`src/rtl/siw_memory_bram_reader.sv`:
```
// Streaming read initiator for one BRAM port: walks a base/stride/count pattern, issues credit-limited reads
// and buffers returns in a small FIFO. Build option SIW_MEMORY_BRAM_READER_STRIDE_EN adds a stride port (default step 1).
module siw_memory_bram_reader (
  input  logic        siw_memory_bram_reader_clk,
  input  logic        siw_memory_bram_reader_reset,
  input  logic        siw_memory_bram_reader_start,
  input  logic        siw_memory_bram_reader_abort,
  input  logic [9:0]  siw_memory_bram_reader_base_addr,
`ifdef SIW_MEMORY_BRAM_READER_STRIDE_EN
  input  logic [9:0]  siw_memory_bram_reader_stride,
`endif
  input  logic [10:0] siw_memory_bram_reader_count,
  output logic        siw_memory_bram_reader_busy,
  output logic        siw_memory_bram_reader_done,
  output logic        siw_memory_bram_reader_mem_enable,
  output logic        siw_memory_bram_reader_mem_write_en,
  output logic [9:0]  siw_memory_bram_reader_mem_address,
  output logic [31:0] siw_memory_bram_reader_mem_input_data,
  output logic [1:0]  siw_memory_bram_reader_mem_conf,
  input  logic [31:0] siw_memory_bram_reader_mem_output_data,
  output logic [31:0] siw_memory_bram_reader_out_data,
  output logic        siw_memory_bram_reader_out_valid,
  input  logic        siw_memory_bram_reader_out_ready
);

  localparam int ADDR_W     = 10;
  localparam int DATA_W     = 32;
  localparam int FIFO_DEPTH = 4;
  localparam int PTR_W      = 2;
  localparam logic [3:0] CREDIT_LIMIT = 4'(FIFO_DEPTH);

  typedef enum logic [1:0] {IDLE, ISSUE, DRAIN} state_t;

  state_t state_q;
  state_t state_d;

  logic [ADDR_W-1:0] cur_addr_q;
  logic [ADDR_W-1:0] step;
  logic [10:0]       remaining_q;
  logic [1:0]        vld_q;
  logic [DATA_W-1:0] fifo_mem [FIFO_DEPTH];
  logic [PTR_W-1:0]  rd_ptr_q;
  logic [PTR_W-1:0]  wr_ptr_q;
  logic [PTR_W:0]    fifo_count_q;
  logic              done_zero_q;

  logic [1:0] inflight;
  logic [3:0] committed;
  logic       credit_ok;
  logic       issue;
  logic       push;
  logic       pop;
  logic       drain_done;
  logic       start_ok;
  logic       count_zero;

  // Credit covers words already buffered plus reads still in the memory pipeline,
  // so a returning word always has a FIFO slot waiting for it.
  assign inflight   = {1'b0, vld_q[0]} + {1'b0, vld_q[1]};
  assign committed  = {1'b0, fifo_count_q} + {2'b00, inflight};
  assign credit_ok  = committed < CREDIT_LIMIT;
  assign issue      = (state_q == ISSUE) && credit_ok && !siw_memory_bram_reader_abort;
  assign push       = vld_q[1];
  assign pop        = siw_memory_bram_reader_out_valid && siw_memory_bram_reader_out_ready;
  assign drain_done = (state_q == DRAIN) && (vld_q == 2'b00) && (fifo_count_q == '0);
  assign count_zero = (siw_memory_bram_reader_count == 11'd0);
  assign start_ok   = (state_q == IDLE) && siw_memory_bram_reader_start && !siw_memory_bram_reader_abort;

`ifdef SIW_MEMORY_BRAM_READER_STRIDE_EN
  logic [ADDR_W-1:0] stride_q;

  always_ff @(posedge siw_memory_bram_reader_clk or posedge siw_memory_bram_reader_reset) begin
    if (siw_memory_bram_reader_reset) begin
      stride_q <= '0;
    end else if (start_ok && !count_zero) begin
      stride_q <= siw_memory_bram_reader_stride;
    end
  end

  assign step = stride_q;
`else
  assign step = ADDR_W'(1);
`endif

  always_ff @(posedge siw_memory_bram_reader_clk or posedge siw_memory_bram_reader_reset) begin
    if (siw_memory_bram_reader_reset) begin
      state_q <= IDLE;
    end else begin
      state_q <= state_d;
    end
  end

  always_comb begin
    state_d = state_q;
    if (siw_memory_bram_reader_abort) begin
      state_d = IDLE;
    end else begin
      case (state_q)
        IDLE:    if (siw_memory_bram_reader_start && !count_zero) state_d = ISSUE;
        ISSUE:   if (issue && remaining_q == 11'd1) state_d = DRAIN;
        DRAIN:   if (drain_done) state_d = IDLE;
        default: state_d = IDLE;
      endcase
    end
  end

  always_comb begin
    siw_memory_bram_reader_busy       = (state_q != IDLE);
    siw_memory_bram_reader_done       = (done_zero_q | drain_done) & ~siw_memory_bram_reader_abort;
    siw_memory_bram_reader_mem_enable = issue;
  end

  // Address walk; the 10-bit add wraps modulo the memory depth.
  always_ff @(posedge siw_memory_bram_reader_clk or posedge siw_memory_bram_reader_reset) begin
    if (siw_memory_bram_reader_reset) begin
      cur_addr_q  <= '0;
      remaining_q <= '0;
      done_zero_q <= 1'b0;
    end else begin
      done_zero_q <= start_ok && count_zero;
      if (start_ok && !count_zero) begin
        cur_addr_q  <= siw_memory_bram_reader_base_addr;
        remaining_q <= siw_memory_bram_reader_count;
      end else if (issue) begin
        cur_addr_q  <= cur_addr_q + step;
        remaining_q <= remaining_q - 11'd1;
      end
    end
  end

  // Valid pipe mirrors the fixed two-cycle BRAM latency.
  always_ff @(posedge siw_memory_bram_reader_clk or posedge siw_memory_bram_reader_reset) begin
    if (siw_memory_bram_reader_reset) begin
      vld_q <= 2'b00;
    end else if (siw_memory_bram_reader_abort) begin
      vld_q <= 2'b00;
    end else begin
      vld_q <= {vld_q[0], issue};
    end
  end

  always_ff @(posedge siw_memory_bram_reader_clk or posedge siw_memory_bram_reader_reset) begin
    if (siw_memory_bram_reader_reset) begin
      rd_ptr_q     <= '0;
      wr_ptr_q     <= '0;
      fifo_count_q <= '0;
      for (int i = 0; i < FIFO_DEPTH; i++) begin
        fifo_mem[i] <= '0;
      end
    end else if (siw_memory_bram_reader_abort) begin
      rd_ptr_q     <= '0;
      wr_ptr_q     <= '0;
      fifo_count_q <= '0;
    end else begin
      if (push) begin
        fifo_mem[wr_ptr_q] <= siw_memory_bram_reader_mem_output_data;
        wr_ptr_q           <= wr_ptr_q + PTR_W'(1);
      end
      if (pop) begin
        rd_ptr_q <= rd_ptr_q + PTR_W'(1);
      end
      case ({push, pop})
        2'b10:   fifo_count_q <= fifo_count_q + (PTR_W+1)'(1);
        2'b01:   fifo_count_q <= fifo_count_q - (PTR_W+1)'(1);
        default: fifo_count_q <= fifo_count_q;
      endcase
    end
  end

  assign siw_memory_bram_reader_out_valid      = (fifo_count_q != '0);
  assign siw_memory_bram_reader_out_data       = fifo_mem[rd_ptr_q];
  assign siw_memory_bram_reader_mem_address    = cur_addr_q;
  assign siw_memory_bram_reader_mem_write_en   = 1'b0;
  assign siw_memory_bram_reader_mem_input_data = '0;
  assign siw_memory_bram_reader_mem_conf       = 2'd0;

endmodule

```
`config.mk`:
```
export PLATFORM = sky130hd
export DESIGN_NAME = siw_memory_bram_reader
export DESIGN_NICKNAME = d
export VERILOG_FILES = /design/src/rtl/siw_memory_bram_reader.sv
export SDC_FILE = /design/constraint.sdc
export NUM_CORES = 1
export LEC_CHECK = 0
export ABC_AREA = 0
export CORE_MARGIN = 3
export CORE_UTILIZATION = 48
export CTS_CLUSTER_DIAMETER = 120
export CTS_CLUSTER_SIZE = 24
export DETAILED_ROUTE_END_ITERATION = 8
export GPL_TIMING_DRIVEN = 0
export PLACE_DENSITY = 0.77
export SKIP_CTS_REPAIR_TIMING = 1
export SYNTH_ARGS = -nofsm -noshare
export SYNTH_HDL_FRONTEND = slang
export SYNTH_SLANG_ARGS = --single-unit
```
`constraint.sdc`:
```
create_clock -name siw_memory_bram_reader_clk -period 5.1 [get_ports siw_memory_bram_reader_clk]
set_input_delay 1.02 -clock siw_memory_bram_reader_clk [delete_from_list [all_inputs] [get_ports siw_memory_bram_reader_clk]]
set_output_delay 1.02 -clock siw_memory_bram_reader_clk [all_outputs]
set_load 0.02 [all_outputs]
```
# ---- Word level (Yosys, flattened, before mapping)
# Cells that the tools add are included.
dict set report classes {
  addsub 8
  reduce_logical 26
  n_lt_le_gt_ge 4
  bitwise_logic 5
  mux 22
  n_eq_ne 8
}
# operator count
set ops {}
lappend ops {{$bwmux W128} 1}
lappend ops {{$mux W32} 3}
lappend ops {{$bmux W32 S2} 1}
lappend ops {{$demux W32 S2} 1}
lappend ops {{$mux W11} 2}
lappend ops {{$mux W10} 2}
lappend ops {{$mux W2} 9}
lappend ops {{$logic_and A1 B1 Y1} 12}
lappend ops {{$eq A11 B1 Y1 const B} 1}
lappend ops {{$logic_not A11 Y1} 1}
lappend ops {{$sub A11 B1 Y11 const B} 1}
lappend ops {{$add A10 B1 Y10 const B} 1}
lappend ops {{$reduce_bool A2 Y1} 4}
lappend ops {{$ge A3 B3 Y1 const B} 2}
lappend ops {{$ne A3 B2 Y1 const B} 2}
lappend ops {{$not A2 Y3} 2}
lappend ops {{$pmux W2 S3} 1}
lappend ops {{$pmux W3 S2} 1}
lappend ops {{$reduce_bool A3 Y1} 2}
lappend ops {{$add A2 B1 Y2 const B} 2}
lappend ops {{$add A3 B2 Y4} 1}
lappend ops {{$eq A2 B1 Y1 const B} 2}
lappend ops {{$eq A2 B2 Y1 const B} 2}
lappend ops {{$logic_not A2 Y1} 2}
lappend ops {{14 further kinds} 15}
dict set report word_totals {
  reg_bits 161
  out_inout_bits 81
  in_bits 58
}

# ---- Longest topological paths before layout
# Gate-level depths: netlist (run 1).
dict set report depth {
  ltp_word 9
  mapped_depth 7
  mapped_depth_nobuf 6
}

# ---- Worst setup path after synthesis (run 1)
# Ideal clock, no wire load.
dict set report synth_timing {
  path_kind {input-to-output}
  startpoint {input port siw_memory_bram_reader_abort}
  endpoint {output port siw_memory_bram_reader_mem_enable}
  slack_ns 2.072
  t_arrival_ns 2.008
  path_stages 4
  t_required_ns 4.080
  cell_sequence {or4b_1 a21o_1 buf_2 clkinv_1}
}
dict set report synth_via {
  elab_chain_len 2
}
# element line
set synth_rtl {}
lappend synth_rtl {{start, declared} 7} ;# input logic siw_memory_bram_reader_abort,
lappend synth_rtl {{$logic_not A1 Y1} 62} ;# assign issue = (state_q == ISSUE) && credit_ok && !siw_memory_bram_reader_abort;
lappend synth_rtl {{$logic_and A1 B1 Y1} 62}
lappend synth_rtl {{end, declared} 15} ;# output logic siw_memory_bram_reader_mem_enable,
# Every way passes these cells.

# ---- Worst setup path in the final report (run 1)
# Ends and elaborated chain as after synthesis.

==> results of run 1 <==
worst max-delay path, stage by stage:
cell and delay, ps:
clkdlybuf4s50_1 500, or4b_1 570, a21o_1 170, buf_2 160, clkinv_1 190, clkdlybuf4s50_1 640
kinds of logic (layout without fill, tap and decap cells):
logic type	Yosys count	in the layout	share of synthesized area (%)
multiplexers	162	162	28.6
other	1	35	0.0491
AO/OA/AOI/OAI	52	52	4.85
adder cells (fa/ha/maj)	9	9	1.57
XOR/XNOR	4	4	0.459
buffers and inverters	75	214	5.59
AND/OR/NAND/NOR	87	87	6.10
flip-flops	161	161	52.8
flip-flops by register name (all words and copies together), names as in the netlist:
name,count
fifo_count_q,3
rd_ptr_q,2
wr_ptr_q,2
remaining_q,11
state_q,2
siw_memory_bram_reader_mem_address,10
done_zero_q,1
vld_q,2
fifo_mem,128
synthesized netlist by cell type (2+ instances only):
library cell  count  area share [%]
o31a_1            3            0.34
nor3_1            8            0.52
a31oi_1           6            0.49
nand2_1          17            0.84
nand3_1          11            0.72
or4_1             6            0.59
dfrtp_1         161              53
buf_2             5            0.33
mux4_2           32             9.4
inv_1             9            0.44
nor4_1            4            0.33
a21oi_1           8            0.52
o31ai_1           5            0.49
xor2_1            3            0.34
clkbuf_1         11            0.54
a21o_1            3            0.30
or2_2             3            0.25
buf_4            35             3.4
o21ai_0           7            0.46
o311ai_0          3            0.34
mux2_2          128              19
nor2b_1           2            0.16
ha_1              8             1.3
or3_1             5            0.41
o41ai_1           3            0.34
buf_1            13            0.64
a221o_1           4            0.52
mux2i_1           2            0.26
o211ai_1          5            0.49
nand2b_1          2            0.16
nor2_1           20            0.98
layout make-up:
cell class / count / area share (%)
sequential: 161 / 41.6
clock inverter: 8 / 0.582
multi-input combinational: 349 / 34.1
buffer: 65 / 4.02
timing repair buffer: 107 / 11.5
clock buffer: 24 / 4.98
tap: 211 / 2.73
inverter: 10 / 0.427
through the flow:
stage                     worst slack, ps  cells  hold slack [ps]
after floorplan                      2040    585              474
after global placement                812    899              481
after detailed placement              835    903              488
after CTS                             818    935              502
after global routing                  713    935              512
final                                 828    935              498
power breakdown:
group | switching, mW | internal, mW
registers | 0.163 | 1.50
clock network | 0.494 | 0.661
logic | 0.777 | 0.879
layer usage:
metal / vias to the layer above / routed length, um / global-route usage [%] / share of wire [%]
met1: 2562 / 7120 / 25.2 / 44
li1: 2293 / - / - / -
met2: 158 / 7830 / 31.1 / 49
met4: 0 / 246 / 6.24 / 1.5
met3: 24 / 940 / 5.19 / 5.8
met5: - / 0 / 0 / 0
worst paths after layout:
kind,slack [ps],startpoint,end,depth (start not counted)
setup / recovery,830,siw_memory_bram_reader_abort,siw_memory_bram_reader_mem_enable,6
hold reg to reg,500,fifo_mem[50],fifo_mem[50],1
min in group asynchronous,920,siw_memory_bram_reader_reset,done_zero_q,2
hold / removal,500,fifo_mem[50],fifo_mem[50],1
setup reg to reg,2750,state_q[0],remaining_q[4],5
max in group asynchronous,3420,siw_memory_bram_reader_reset,fifo_mem[117],4
==> out/qor.csv, run 1 <==
stage,metric,value,unit
run_status,status,finished clean,
drt,ant_nets,0,
logic_synthesis,synthDistinctLibCells,50,
timing,timing.final.crit_share,83.8,%
clock_network,numCtsBuffers,17,
clock_network,cts.sinks,161,
logic_synthesis,synth_edf_count,0,
placement,placed_cell_area,9140,um2
layout,fill_cells,1159,
pwr,power.leakage,4.46,nW
clock_network,cts_tree,built,
timing,tightestPinTransition,948,ps
logic_synthesis,synth.cell_area,7630,um2
drt,route.detailed.drc,0,
logic_synthesis,yosys_warnings,0,
critical_path,worstSetupEndpointType,output port,
placement,place.gp.congestion,0.873,
layout,final_common_cell,dfrtp_1,
clock_network,cts_htree_levels,4,
drt,vias,5037,
timing,hold_violations,0,
timing,finalSetupTns,0,ps
grt,antenna_found_initial,0,
flow_run,drv_cap,0,
timing,fmax,234,MHz
critical_path,startpoint_type,input port,
layout,seqCellArea,4030,um2
logic_synthesis,ys_seq_elements,161,
min_path,holdCritPathClass,reg2reg,
logic_synthesis,yosysSeqAreaShare,52.8,%
logic_synthesis,ys_async_sr_fraction,100,%
layout,drive_gt1_share,33.4,%
timing,worst_slew_margin_rel,36.7,%
timing,slew_violations,0,
layout,num_antenna_cells,0,
critical_path,worstSetupPathType,in2out,
floorplan,die_h,132,um
drt,routedWlPerCell,17.3,um
critical_path,critPathRequiredTime,4080,ps
clock_network,clockBufferDepth,2,
floorplan,die_w,132,um
grt,grt_max_degree,45,
floorplan,die_area,17400,um2
grt,grt_pass1_wl,26800,um
layout,nets,778,
pwr,ir_drop,0.271,mV
placement,port_buffers,103,
drt,dr.first_iter.drc_count,180,
drt,wl,16100,um
floorplan,design.core.area,15400,um2
timing,rsz0062_at_grt,no,
grt,grt_pass1_vias,5308,
clock_network,cts.clk_slew.worst_paths,60,ps
pwr,powerDensity,463,nW/um2
layout,multiInputGateArea,3300,um2
clock_network,insertion_delay,420,ps
timing,finClkSkew,7.71,ps
grt,grt.total_usage,19.1,%
layout,design_area,9680,um2
placement,hpwl,11300,um
logic_synthesis,syn_area_per_cell,13.9,um2
floorplan,start_util,49.7,%
timing,setup_viol,0,
drt,via_per_inst,5.39,
layout,final_cell_mix,"dfrtp_1, mux2_2, clkdlybuf4s50_1",
timing,fin_crit,4270,ps
floorplan,ios,139,
pwr,total_power,4.48,mW
critical_path,critPathMaxFanout,9,
logic_synthesis,dominantRegCellSynth,dfrtp_1,
grt,globalRouteOverflowTotal,0,
layout,post-route-util,63.0,%
layout,area_delta_synth_final,26.8,%
floorplan,rows,45,
logic_synthesis,synthCells,551,
clock_network,cts_root_buffer,clkbuf_16,
drt,drt_pass1_iterations,7,
critical_path,crit_arrival,3250,ps
Note: power is estimated with default switching activity, not from simulation.
==> inputs of run 2 (changes only) <==
Settings changed: CORE_UTILIZATION 48 to 50.
Clock period 5.1 ns to 4.1 ns, I/O delays scaled along.
==> run 2 against run 1 <==
  * First-iteration DRC count grew 42%
  * Final cell count shrank 3.2%
  * Global-route usage grew 1.7 points
  * Combinational power grew 25%
  * Wire length grew 2.0%
  * Utilization grew 2.3 points
  * Die area shrank 3.8%
  * Highest routed layer unchanged
  * Non-clock buffer count is the same
  * Design area shrank 0.45%
  * Total power grew 25%
  * Critical path depth is the same
==> out/qor.csv, run 2 (synthesis gave the netlist of run 1 again) <==
stage,metric,value,unit
run_status,status,finished clean,
critical_path,crit_arrival,3070,ps
layout,design_area,9630,um2
timing,finalSetupTns,0,ps
placement,place.gp.congestion,0.836,
grt,globalRouteOverflowTotal,0,
clock_network,cts_tree,built,
pwr,p_switching,1.76,mW
pwr,powerDensity,579,nW/um2
drt,via_per_inst,5.56,
floorplan,rows,44,
min_path,min_path_cells,1,
layout,final_cell_mix,"dfrtp_1, mux2_2, clkdlybuf4s50_1",
critical_path,slowest_stage,clkdlybuf4s50_1,
grt,grt_pass1_wl,27100,um
floorplan,ios,139,
pwr,pwr-share-seq,37.1,%
min_path,holdCritPathClass,reg2reg,
timing,fin_ws,207,ps
drt,dr.first_iter.drc_count,255,
grt,grt_max_degree,46,
drt,vias,5028,
critical_path,worstSetupPathType,in2out,
critical_path,slowest_delay,650,ps
pwr,ir_drop,0.330,mV
flow_run,drv_cap,0,
timing,finClkSkew,5.84,ps
drt,drt_pass1_iterations,5,
critical_path,crit_top_cell,clkdlybuf4s50_1,
pwr,power.leakage,4.45,nW
floorplan,design.core.area,14800,um2
clock_network,numCtsBuffers,17,
clock_network,insertion_delay,410,ps
min_path,hp-start,fifo_mem[57],
placement,hpwl,11600,um
timing,hold_violations,0,
grt,antenna_found_initial,0,
layout,num_antenna_cells,0,
clock_network,cts.sinks,161,
timing,worst_slew_margin_rel,39.8,%
clock_network,clockBufferDepth,2,
timing,slew_violations,0,
layout,fin_cells,905,
layout,final_common_cell,dfrtp_1,
layout,fill_cells,1116,
clock_network,cts_htree_levels,4,
placement,dp.cells,876,
floorplan,die_area,16800,um2
critical_path,startpoint_type,input port,
placement,port_buffers,103,
critical_path,critPathMaxFanout,9,
floorplan,die_h,130,um
timing,tightestPinTransition,901,ps
critical_path,cp-startpoint,siw_memory_bram_reader_abort,
clock_network,cts_root_buffer,clkbuf_16,
critical_path,reg2reg_from,state_q[0],
drt,wl,16500,um
grt,grt.total_usage,20.8,%
critical_path,path_cells,"clkdlybuf4s50_1, or4b_1, a21o_1, buf_2, clkinv_1, clkdlybuf4s50_1",
timing,hold-worst-slack,500,ps
critical_path,critPathRequiredTime,3280,ps
timing,rsz0062_at_grt,no,
critical_path,rr_worst_depth,5,
layout,nets,778,
drt,route.detailed.drc,0,
layout,area_delta_synth_final,26.2,%
grt,grt_pass1_vias,5327,
timing,timing.final.crit_share,95.0,%
pwr,switching_share,31.6,%
floorplan,start_util,51.7,%
timing,fin_crit,3890,ps
placement,pre_cts_ws,211,ps
layout,largest_reg_flops,128,
clock_network,cts.clk_slew.worst_paths,60,ps
layout,drive_gt1_share,33.1,%
pwr,intPower,3.82,mW
critical_path,worstSetupEndpointType,output port,
pwr,pwr-share-comb,37.1,%
timing,setup_viol,0,
placement,placed_cell_area,9100,um2
pwr,p_clk_share,25.8,%
layout,regMostFlops,fifo_mem,
drt,routedWlPerCell,18.2,um
drt,ant_nets,0,
timing,fmax,257,MHz
floorplan,die_w,130,um
## run 2: cell types whose count changed in the layout (fill, tap and decap cells not counted)
cell       previous run  this run
clkinv_4              3         0
bufinv_16             0         1
clkbuf_8              3         2
## run 2: path summary, 6_finish.rpt
path                                                     end  slack, ps
setup reg to reg                              remaining_q[2]       1780
hold reg to reg                                 fifo_mem[57]        500
min in group asynchronous                     remaining_q[6]        810
setup / recovery           siw_memory_bram_reader_mem_enable        210
hold / removal                                  fifo_mem[57]        500
max in group asynchronous                       fifo_mem[82]       2270
## run 2: per-stage QoR
| stage | total power, mW | utilization (%) |
|---|---|---|
| final | 5.58 | 65.3 |
| after global routing | 5.89 | 65.3 |
| after CTS | 5.63 | 65.3 |
| after detailed placement | 4.17 | 61.7 |
| after global placement | 4.09 | 61.2 |
| after floorplan | 3.35 | - |
## run 2: power by group through the flow
stage                     combinational (mW)  clock [mW]  sequential [mW]
after floorplan                         1.27           0             2.07
after global placement                  2.02           0             2.07
after detailed placement                2.08           0             2.09
after CTS                               2.09        1.48             2.07
after global routing                    2.23        1.56             2.11
final                                   2.07        1.44             2.07
## run 2: area by class of cell
cell class                      instances  area (um2)  area share, %
Timing Repair Buffer                  107        1110           11.5
Clock buffer                           23         468           4.86
Sequential cell                       161        4030           41.8
Multi-Input combinational cell        349        3300           34.3
Inverter                               10        41.3          0.429
Buffer                                 65         389           4.04
Clock inverter                          6        60.1          0.623
Tap cell                              184         230           2.39
## run 2: routing by layer
| layer | track usage (%) | vias to the layer above | share of wire [%] |
|---|---|---|---|
| met4 | 5.32 | 0 | 0.86 |
| met5 | 0 | - | 0 |
| li1 | - | 2288 | - |
| met1 | 27.8 | 2559 | 42 |
| met2 | 34.2 | 170 | 52 |
| met3 | 5.52 | 11 | 5.5 |
## run 2: critical path, delay by kind of cell
family / cells / cell delay, ps
AO/OA/AOI/OAI: 1 / 170
AND/OR/NAND/NOR: 1 / 580
buffers and inverters: 4 / 1500
